===== config.mk =====
export PLATFORM = sky130hd
export DESIGN_NAME = sys_array_sequencer_flat
export DESIGN_NICKNAME = d
export VERILOG_FILES = /design/src/rtl/sys_array_sequencer_if.sv /design/src/rtl/sys_array_sequencer.sv /design/src/flat_wrapper.sv
export SDC_FILE = /design/constraint.sdc
export NUM_CORES = 2
export LEC_CHECK = 0
export ABC_AREA = 1
export BUFFER_PORTS_ARGS = -buffer_cell sky130_fd_sc_hd__buf_2
export CORE_UTILIZATION = 35
export DETAILED_ROUTE_END_ITERATION = 8
export GPL_ROUTABILITY_DRIVEN = 0
export GPL_TIMING_DRIVEN = 0
export PLACE_DENSITY = 0.58
export SYNTH_ARGS = -nofsm -noshare
export SYNTH_HDL_FRONTEND = slang
export SYNTH_SLANG_ARGS = --single-unit

===== constraint.sdc =====
create_clock -name clk -period 8.65 [get_ports clk]
set_clock_uncertainty 0.2 [all_clocks]
set_input_delay 0.865 -clock clk [delete_from_list [all_inputs] [get_ports clk]]
set_output_delay 0.865 -clock clk [all_outputs]
set_load 0.05 [all_outputs]

===== src/rtl/sys_array_sequencer_if.sv =====
// Command/result bundle for the systolic job sequencer: the master issues
// weight loads and jobs, the slave (the sequencer) reports status and results.
interface sys_array_sequencer_if #(
    parameter int DATA_WIDTH = 8,
    parameter int ARRAY_M    = 2,
    parameter int ARRAY_K    = 5,
    parameter int ARRAY_N    = 2,
    parameter int ACC_WIDTH  = 2 * DATA_WIDTH + $clog2(ARRAY_K)
);
    logic                                                   load_w;
    logic [0:ARRAY_M-1][0:ARRAY_K-1][DATA_WIDTH-1:0]        w_data;
    logic                                                   start;
    logic                                                   acc_en;
    logic [0:ARRAY_K-1][0:ARRAY_N-1][DATA_WIDTH-1:0]        a_data;
    logic                                                   busy;
    logic                                                   done;
    logic                                                   cmd_drop;
    logic [0:ARRAY_M-1][0:ARRAY_N-1][ACC_WIDTH-1:0]         out_data;

    modport master (
        output load_w, w_data, start, acc_en, a_data,
        input  busy, done, cmd_drop, out_data
    );

    modport slave (
        input  load_w, w_data, start, acc_en, a_data,
        output busy, done, cmd_drop, out_data
    );
endinterface


===== src/rtl/sys_array_sequencer.sv =====
// Weight-stationary systolic job sequencer computing C = W*A.
// PE(k,i) holds W[i][k]; activations move along i, partial sums move along k.
// Lane k of A is skewed by k cycles on entry, output column i is deskewed by
// M-1-i cycles, so column j of C emerges aligned at job offset K+M+j.
module sys_array_sequencer #(
    parameter int DATA_WIDTH = 8,
    parameter int ARRAY_M    = 2,
    parameter int ARRAY_K    = 5,
    parameter int ARRAY_N    = 2,
    parameter int ACC_WIDTH  = 2 * DATA_WIDTH + $clog2(ARRAY_K),
    parameter bit SIGNED     = 1'b0
) (
    input  logic                  clk,
    input  logic                  reset,
    sys_array_sequencer_if.slave  bus
);
    localparam int LAT = ARRAY_N + ARRAY_K + ARRAY_M;
    localparam int CW  = $clog2(LAT + 1);

    typedef enum logic [1:0] {IDLE, FEED, DRAIN, DONE} state_t;

    typedef logic [0:ARRAY_M-1][0:ARRAY_K-1][DATA_WIDTH-1:0] wmat_t;
    typedef logic [0:ARRAY_K-1][0:ARRAY_N-1][DATA_WIDTH-1:0] amat_t;
    typedef logic [0:ARRAY_M-1][0:ARRAY_N-1][ACC_WIDTH-1:0]  cmat_t;

    state_t        state_q;
    logic [CW-1:0] cnt_q;       // cycles since the start was sampled
    logic          busy_q;
    logic          done_q;
    logic          drop_q;
    logic          acc_q;
    wmat_t         w_q;
    amat_t         a_q;
    cmat_t         out_q;
    cmat_t         res_q;
    cmat_t         res_d;

    logic [DATA_WIDTH-1:0] feed_a [ARRAY_K];
    logic [DATA_WIDTH-1:0] lane_a [ARRAY_K];
    logic [DATA_WIDTH-1:0] a_in   [ARRAY_K][ARRAY_M];
    logic [ACC_WIDTH-1:0]  p_in   [ARRAY_K][ARRAY_M];
    logic [DATA_WIDTH-1:0] act_q  [ARRAY_K][ARRAY_M];
    logic [ACC_WIDTH-1:0]  psum_q [ARRAY_K][ARRAY_M];
    logic [ACC_WIDTH-1:0]  dsk_a  [ARRAY_M];

    logic accept;

    // Commands are honoured only while idle, which includes the DONE cycle.
    assign accept = !busy_q && bus.start;

    // One PE product, widened to the accumulator with the configured signedness.
    function automatic logic [ACC_WIDTH-1:0] pe_mul(input logic [DATA_WIDTH-1:0] w,
                                                    input logic [DATA_WIDTH-1:0] a);
        logic signed [2*DATA_WIDTH-1:0] prod_s;
        logic        [2*DATA_WIDTH-1:0] prod_u;
        prod_s = $signed({{DATA_WIDTH{w[DATA_WIDTH-1]}}, w})
               * $signed({{DATA_WIDTH{a[DATA_WIDTH-1]}}, a});
        prod_u = {{DATA_WIDTH{1'b0}}, w} * {{DATA_WIDTH{1'b0}}, a};
        if (SIGNED) return ACC_WIDTH'(prod_s);
        else        return ACC_WIDTH'(prod_u);
    endfunction

    // Control FSM: command acceptance, job phases and the registered outputs.
    always_ff @(posedge clk) begin
        if (reset) begin
            state_q <= IDLE;
            cnt_q   <= '0;
            busy_q  <= 1'b0;
            done_q  <= 1'b0;
            drop_q  <= 1'b0;
            acc_q   <= 1'b0;
            w_q     <= '0;
            out_q   <= '0;
        end else begin
            // NOTE: state registers use non-blocking assignments so every
            // branch below sees the pre-edge values of the other registers.
            done_q <= 1'b0;
            drop_q <= busy_q && (bus.start || bus.load_w);
            if (!busy_q && bus.load_w) begin
                w_q <= bus.w_data;
            end
            unique case (state_q)
                IDLE, DONE: begin
                    if (accept) begin
                        acc_q   <= bus.acc_en;
                        cnt_q   <= CW'(1);
                        busy_q  <= 1'b1;
                        state_q <= FEED;
                    end else begin
                        state_q <= IDLE;
                    end
                end
                FEED: begin
                    cnt_q <= cnt_q + 1'b1;
                    if (cnt_q == CW'(ARRAY_N)) state_q <= DRAIN;
                end
                DRAIN: begin
                    cnt_q <= cnt_q + 1'b1;
                    if (cnt_q == CW'(LAT - 1)) begin
                        state_q <= DONE;
                        busy_q  <= 1'b0;
                        done_q  <= 1'b1;
                        for (int i = 0; i < ARRAY_M; i++) begin
                            for (int j = 0; j < ARRAY_N; j++) begin
                                out_q[i][j] <= acc_q ? out_q[i][j] + res_d[i][j]
                                                     : res_d[i][j];
                            end
                        end
                    end
                end
                default: state_q <= IDLE;
            endcase
        end
    end

    // Operand capture for the job being launched.
    always_ff @(posedge clk) begin
        // NOTE: datapath registers carry no reset; only wavefront-aligned
        // values ever reach a captured sum, so stale contents are harmless.
        if (accept) a_q <= bus.a_data;
    end

    // Column of A presented to the array during FEED, zero otherwise.
    always_comb begin
        // NOTE: default every element first so no path leaves it unassigned.
        for (int k = 0; k < ARRAY_K; k++) feed_a[k] = '0;
        if (state_q == FEED) begin
            for (int k = 0; k < ARRAY_K; k++) begin
                for (int j = 0; j < ARRAY_N; j++) begin
                    if (cnt_q == CW'(j + 1)) feed_a[k] = a_q[k][j];
                end
            end
        end
    end

    genvar gk, gi;

    // Input skew: lane k is delayed k cycles so it meets the partial sum from lane k-1.
    for (gk = 0; gk < ARRAY_K; gk++) begin : g_skew
        if (gk == 0) begin : g_dir
            assign lane_a[gk] = feed_a[gk];
        end else begin : g_dly
            logic [DATA_WIDTH-1:0] dly_q [gk];
            // Shift line of length gk.
            always_ff @(posedge clk) begin
                dly_q[0] <= feed_a[gk];
                for (int s = 1; s < gk; s++) dly_q[s] <= dly_q[s-1];
            end
            assign lane_a[gk] = dly_q[gk-1];
        end
    end

    // PE neighbour wiring: activation from the left, partial sum from above.
    for (gk = 0; gk < ARRAY_K; gk++) begin : g_row
        for (gi = 0; gi < ARRAY_M; gi++) begin : g_col
            if (gi == 0) begin : g_a_edge
                assign a_in[gk][gi] = lane_a[gk];
            end else begin : g_a_mid
                assign a_in[gk][gi] = act_q[gk][gi-1];
            end
            if (gk == 0) begin : g_p_edge
                assign p_in[gk][gi] = '0;
            end else begin : g_p_mid
                assign p_in[gk][gi] = psum_q[gk-1][gi];
            end
        end
    end

    // PE array: pass the activation on and add this PE's product to the sum.
    always_ff @(posedge clk) begin
        for (int k = 0; k < ARRAY_K; k++) begin
            for (int i = 0; i < ARRAY_M; i++) begin
                act_q[k][i]  <= a_in[k][i];
                psum_q[k][i] <= p_in[k][i] + pe_mul(w_q[i][k], a_in[k][i]);
            end
        end
    end

    // Output deskew: column i leaves i cycles after column 0, so delay it M-1-i.
    for (gi = 0; gi < ARRAY_M; gi++) begin : g_deskew
        localparam int D = ARRAY_M - 1 - gi;
        if (D == 0) begin : g_dir
            assign dsk_a[gi] = psum_q[ARRAY_K-1][gi];
        end else begin : g_dly
            logic [ACC_WIDTH-1:0] dly_q [D];
            // Shift line of length M-1-i.
            always_ff @(posedge clk) begin
                dly_q[0] <= psum_q[ARRAY_K-1][gi];
                for (int s = 1; s < D; s++) dly_q[s] <= dly_q[s-1];
            end
            assign dsk_a[gi] = dly_q[D-1];
        end
    end

    // Result collection: aligned column j lands at job offset K+M+j.
    always_comb begin
        res_d = res_q;
        for (int j = 0; j < ARRAY_N; j++) begin
            if (cnt_q == CW'(ARRAY_K + ARRAY_M + j)) begin
                for (int i = 0; i < ARRAY_M; i++) res_d[i][j] = dsk_a[i];
            end
        end
    end

    // Hold the partially collected result between capture cycles.
    always_ff @(posedge clk) begin
        res_q <= res_d;
    end

    assign bus.busy     = busy_q;
    assign bus.done     = done_q;
    assign bus.cmd_drop = drop_q;
    assign bus.out_data = out_q;
endmodule


===== src/flat_wrapper.sv =====
// flat-port wrapper written by rule: the top's interface ports become plain ports
module sys_array_sequencer_flat 
#(
    parameter int DATA_WIDTH = 8,
    parameter int ARRAY_M    = 2,
    parameter int ARRAY_K    = 5,
    parameter int ARRAY_N    = 2,
    parameter int ACC_WIDTH  = 2 * DATA_WIDTH + $clog2(ARRAY_K),
    parameter bit SIGNED     = 1'b0
)
  (clk, reset, bus_load_w, bus_w_data, bus_start, bus_acc_en, bus_a_data, bus_busy, bus_done, bus_cmd_drop, bus_out_data);
  sys_array_sequencer_if #(.DATA_WIDTH(DATA_WIDTH), .ARRAY_M(ARRAY_M), .ARRAY_K(ARRAY_K), .ARRAY_N(ARRAY_N), .ACC_WIDTH(ACC_WIDTH)) bus_i ();
  input  logic clk;
  input  logic reset;
  input wire logic [$bits(bus_i.load_w)-1:0] bus_load_w;
  input wire logic [$bits(bus_i.w_data)-1:0] bus_w_data;
  input wire logic [$bits(bus_i.start)-1:0] bus_start;
  input wire logic [$bits(bus_i.acc_en)-1:0] bus_acc_en;
  input wire logic [$bits(bus_i.a_data)-1:0] bus_a_data;
  output wire logic [$bits(bus_i.busy)-1:0] bus_busy;
  output wire logic [$bits(bus_i.done)-1:0] bus_done;
  output wire logic [$bits(bus_i.cmd_drop)-1:0] bus_cmd_drop;
  output wire logic [$bits(bus_i.out_data)-1:0] bus_out_data;
  assign bus_i.load_w = bus_load_w;
  assign bus_i.w_data = bus_w_data;
  assign bus_i.start = bus_start;
  assign bus_i.acc_en = bus_acc_en;
  assign bus_i.a_data = bus_a_data;
  assign bus_busy = bus_i.busy;
  assign bus_done = bus_i.done;
  assign bus_cmd_drop = bus_i.cmd_drop;
  assign bus_out_data = bus_i.out_data;
  sys_array_sequencer #(.DATA_WIDTH(DATA_WIDTH), .ARRAY_M(ARRAY_M), .ARRAY_K(ARRAY_K), .ARRAY_N(ARRAY_N), .ACC_WIDTH(ACC_WIDTH), .SIGNED(SIGNED)) u_core (.clk(clk), .reset(reset), .bus(bus_i));
endmodule

==> qor.txt <==
Routed Antenna Nets: 0
Hold crit path type: flip-flop to flip-flop
Critical path class: flip-flop to flip-flop
#FFs+latches synth: 643
Worst stage delay on the critical path: 730 ps
Row cnt: 135
Final non-filler cell total: 8195
HPWL after DPL: 107 mm
Critical path required time: 9030 ps
DR pass1 iterations: 5
Minimum clock period: 6320 ps
Clk buf depth: 3
Crit path top cell by count: inv_1
Crit path DAT: 6700 ps
Crit-path slowest cell: nor4_4
Initial Utilization: 0.354
YS warnings: 0
Routing usage on met3: 0.0369
Core Area: 136000 sq um
PortBufs: 243
Ys async rst share: 0
Vias per std cell: 4.64
DRC violations left: 0
Startpoint Class: flip-flop
Vias in the first global route: 37700
Worst Setup End Kind: flip-flop
Sequential fraction of the synthesis area: 0.284
Register area: 13700 sq um
Comb power frac: 0.285
Die width: 373 microns
Initial DRC Count: 2545
Final Hold Fails: 0
Flop pwr share: 0.370
Sum Neg Setup Slack: 0 ps
Leakage: 29.2 nW
MaxCap Viol Count: 0
Synth Area per Inst: 7.98 sq um
Grt total ovfl: 0
Die Area: 139000 sq um
Cell count after placement: 8055
Worst-path maximum fanout: 8
Root Buffer Master: clkbuf_16
Height of the die: 373 microns
# clock sinks: 643
Final setup violation count: 0
Sw Share: 0.352
Cts hold-fix bufs: 0
Worst-margin pin slew: 1320 ps
Met2 Usage GRT: 0.308
First-pass GRT wire length: 204 mm
Fmax: 0.158 GHz
H-tree levels: 3
Area growth syn-to-layout: 12.8%
Commonest register cell after synthesis: dfxtp_1
M1 GR Usage: 0.246
Cell variety after synth: 45
Post-CTS Setup Bufs: 0
Largest net degree at the start of global routing: 31
GR peak layer: met2
Total track usage: 0.188
Gates resized, CTS repair: 0
Ports: 244
Int Pwr: 0.00637 W
Power Dens Cells: 181 nW/um^2
Fin crit share: 0.731
Clock transition at path regs: 70 ps
Share of cells above drive strength 1: 0.0640
Dpl ws: 2350 ps
Status: finished, final reports clean
Initial antenna violation count: 15
Area after DPL: 51700 sq um
CP bufs+invs: 6
Final-layout fill cell count: 13800
Cells after synthesis: 6028
CTS buffer count: 75
Worst-Skew Late Latency: 670 ps
Post-route cell area: 54300 sq um
Slew headroom: 0.119
VDD IR-drop max: 0.186 mV
CP top delay family: adder cells
DRT Wirelength: 130 mm
Post-Route Utilization: 0.399
CTS tree: built
Multi-input logic area: 28200 sq um
Post-synth EDFFs: 80
Routed vias: 38000
Final WS setup: 2330 ps
Avg WL per Cell: 15.9 microns
Fin. max-slew vios: 0
Syn_nets: 7146
Mapped cell area: 48100 sq um
Clock network fraction of total power: 0.345
RSZ-0062 raised after global routing: no
Nets: 7469
Sw power: 0.00347 W
Crit-path cells: inv_1, ha_1, inv_1, nor4_4, a22o_1, nand2_1, inv_2, nand2_1, fa_1, fa_1, inv_1, fa_1, inv_1, fa_1, inv_1, ha_1, a21o_1, a21oi_1, o21ai_0, a21oi_1, xor2_1
layout by cell type (no fill, tap or decap), types with 4 or more instances in the layout:
cell	synthesis	final
inv_1	1395	1395
and2_1	8	8
xor2_1	104	104
clkbuf_8	0	7
inv_6	0	5
nand3b_1	8	8
dfxtp_1	563	563
buf_2	9	252
nand4_1	12	12
fa_1	478	478
clkbuf_16	0	80
a21o_1	17	17
clkbuf_1	168	177
clkinvlp_4	0	6
buf_4	6	6
clkinv_4	0	4
buf_1	49	49
a21oi_1	320	320
o21ai_1	57	57
o211ai_1	13	13
clkinv_2	0	9
a31oi_1	9	9
o21ai_0	236	236
inv_2	7	7
nor3_2	4	4
a211oi_1	4	4
nor3_1	23	23
o21bai_1	16	16
nand2_1	1380	1380
xnor2_1	47	47
a221oi_1	7	7
ha_1	475	475
bufinv_16	0	8
nand3_1	176	176
nor2_1	328	327
o31ai_1	6	6
edfxtp_1	80	80
state kept, by name (all words and copies together), names as in the netlist:
signal                       count
u_core.psum_q                  182
u_core.a_q                      80
u_core.g_skew.g_dly.dly_q       80
u_core.w_q                      80
u_core.bus.out_data             76
u_core.res_q                    76
u_core.act_q                    40
u_core.g_deskew.g_dly.dly_q     19
u_core.cnt_q                     4
u_core.state_q                   2
u_core.acc_q                     1
u_core.bus.busy                  1
u_core.bus.cmd_drop              1
u_core.bus.done                  1
cells in the mapped netlist (2+ instances only):
| library cell | n | area, sq um |
|---|---|---|
| inv_1 | 1395 | 5240 |
| nand2_1 | 1380 | 5180 |
| dfxtp_1 | 563 | 11300 |
| fa_1 | 478 | 9570 |
| ha_1 | 475 | 5940 |
| nor2_1 | 328 | 1230 |
| a21oi_1 | 320 | 1600 |
| o21ai_0 | 236 | 1180 |
| nand3_1 | 176 | 881 |
| clkbuf_1 | 168 | 631 |
| xor2_1 | 104 | 911 |
| edfxtp_1 | 80 | 2400 |
| o21ai_1 | 57 | 285 |
| buf_1 | 49 | 184 |
| xnor2_1 | 47 | 412 |
| nor3_1 | 23 | 115 |
| a21o_1 | 17 | 128 |
| o21bai_1 | 16 | 120 |
| o211ai_1 | 13 | 97.6 |
| nand4_1 | 12 | 75.1 |
| a31oi_1 | 9 | 56.3 |
| buf_2 | 9 | 45.0 |
| and2_1 | 8 | 50.1 |
| nand3b_1 | 8 | 60.1 |
| a221oi_1 | 7 | 61.3 |
| inv_2 | 7 | 26.3 |
| buf_4 | 6 | 45.0 |
| o31ai_1 | 6 | 45.0 |
| a211oi_1 | 4 | 30.0 |
| nor3_2 | 4 | 40.0 |
| a22o_1 | 3 | 26.3 |
| o21a_1 | 3 | 22.5 |
| buf_6 | 2 | 22.5 |
| buf_8 | 2 | 30.0 |
| clkinv_1 | 2 | 7.51 |
| o2111ai_1 | 2 | 17.5 |
logic make-up (layout without fill, tap and decap cells):
group,Yosys count,count (layout),share of synthesized area
xor gates and xnor gates,151,151,0.0275
DFF,643,643,0.284
AOI/OAI and AO/OA,695,695,0.0766
buffers and inverters,1640,2023,0.129
adders and majority gates,953,953,0.322
other,0,3,0
and+or+nand+nor,1946,1946,0.160
worst paths after layout:
path | end | slack (ps) | cells past startpoint | from
setup / recovery | u_core.psum_q[0][31]$_DFF_P_ | 2330 | 21 | u_core.cnt_q[1]$_SDFFE_PP0P_
hold reg to reg | u_core.g_deskew[0].g_dly.dly_q[0][8]$_DFF_P_ | 110 | 0 | u_core.psum_q[4][27]$_DFF_P_
hold / removal | u_core.g_deskew[0].g_dly.dly_q[0][8]$_DFF_P_ | 110 | 0 | u_core.psum_q[4][27]$_DFF_P_
setup reg to reg | u_core.psum_q[0][31]$_DFF_P_ | 2330 | 21 | u_core.cnt_q[1]$_SDFFE_PP0P_
cell type report:
type | instances | share of cell area
Antenna cell | 3 | 0.000138
Buffer | 236 | 0.0176
Clock buffer | 96 | 0.0393
Clock inverter | 41 | 0.00940
Inverter | 1404 | 0.0970
Multi-Input combinational cell | 3745 | 0.520
Sequential cell | 643 | 0.252
Tap cell | 1781 | 0.0410
Timing Repair Buffer | 246 | 0.0236
power groups by stage:
| stage | clock (W) | sequential, W | combinational [W] |
|---|---|---|---|
| after floorplan | 0 | 0.00365 | 0.00189 |
| final | 0.00340 | 0.00364 | 0.00280 |
| after detailed placement | 0 | 0.00370 | 0.00281 |
| after CTS | 0.00347 | 0.00364 | 0.00283 |
| after global placement | 0 | 0.00371 | 0.00274 |
| after global routing | 0.00359 | 0.00367 | 0.00318 |
routing by layer:
metal  vias to the layer above  part of all wire  wire [microns]
li1                      18800                 -               -
met4                        12             0.032            4200
met1                     17900              0.45           58200
met3                       203             0.070            9080
met2                      1089              0.45           58600
met5                         -           0.00059              77
per-stage QoR:
step                total power [W]  hold slack [ps]
floorplan                   0.00554              110
global placement            0.00645              110
detailed placement          0.00651              112
CTS                         0.00994              113
global route                 0.0104              117
finish                      0.00983              112
(Power assumes the default switching activity.)
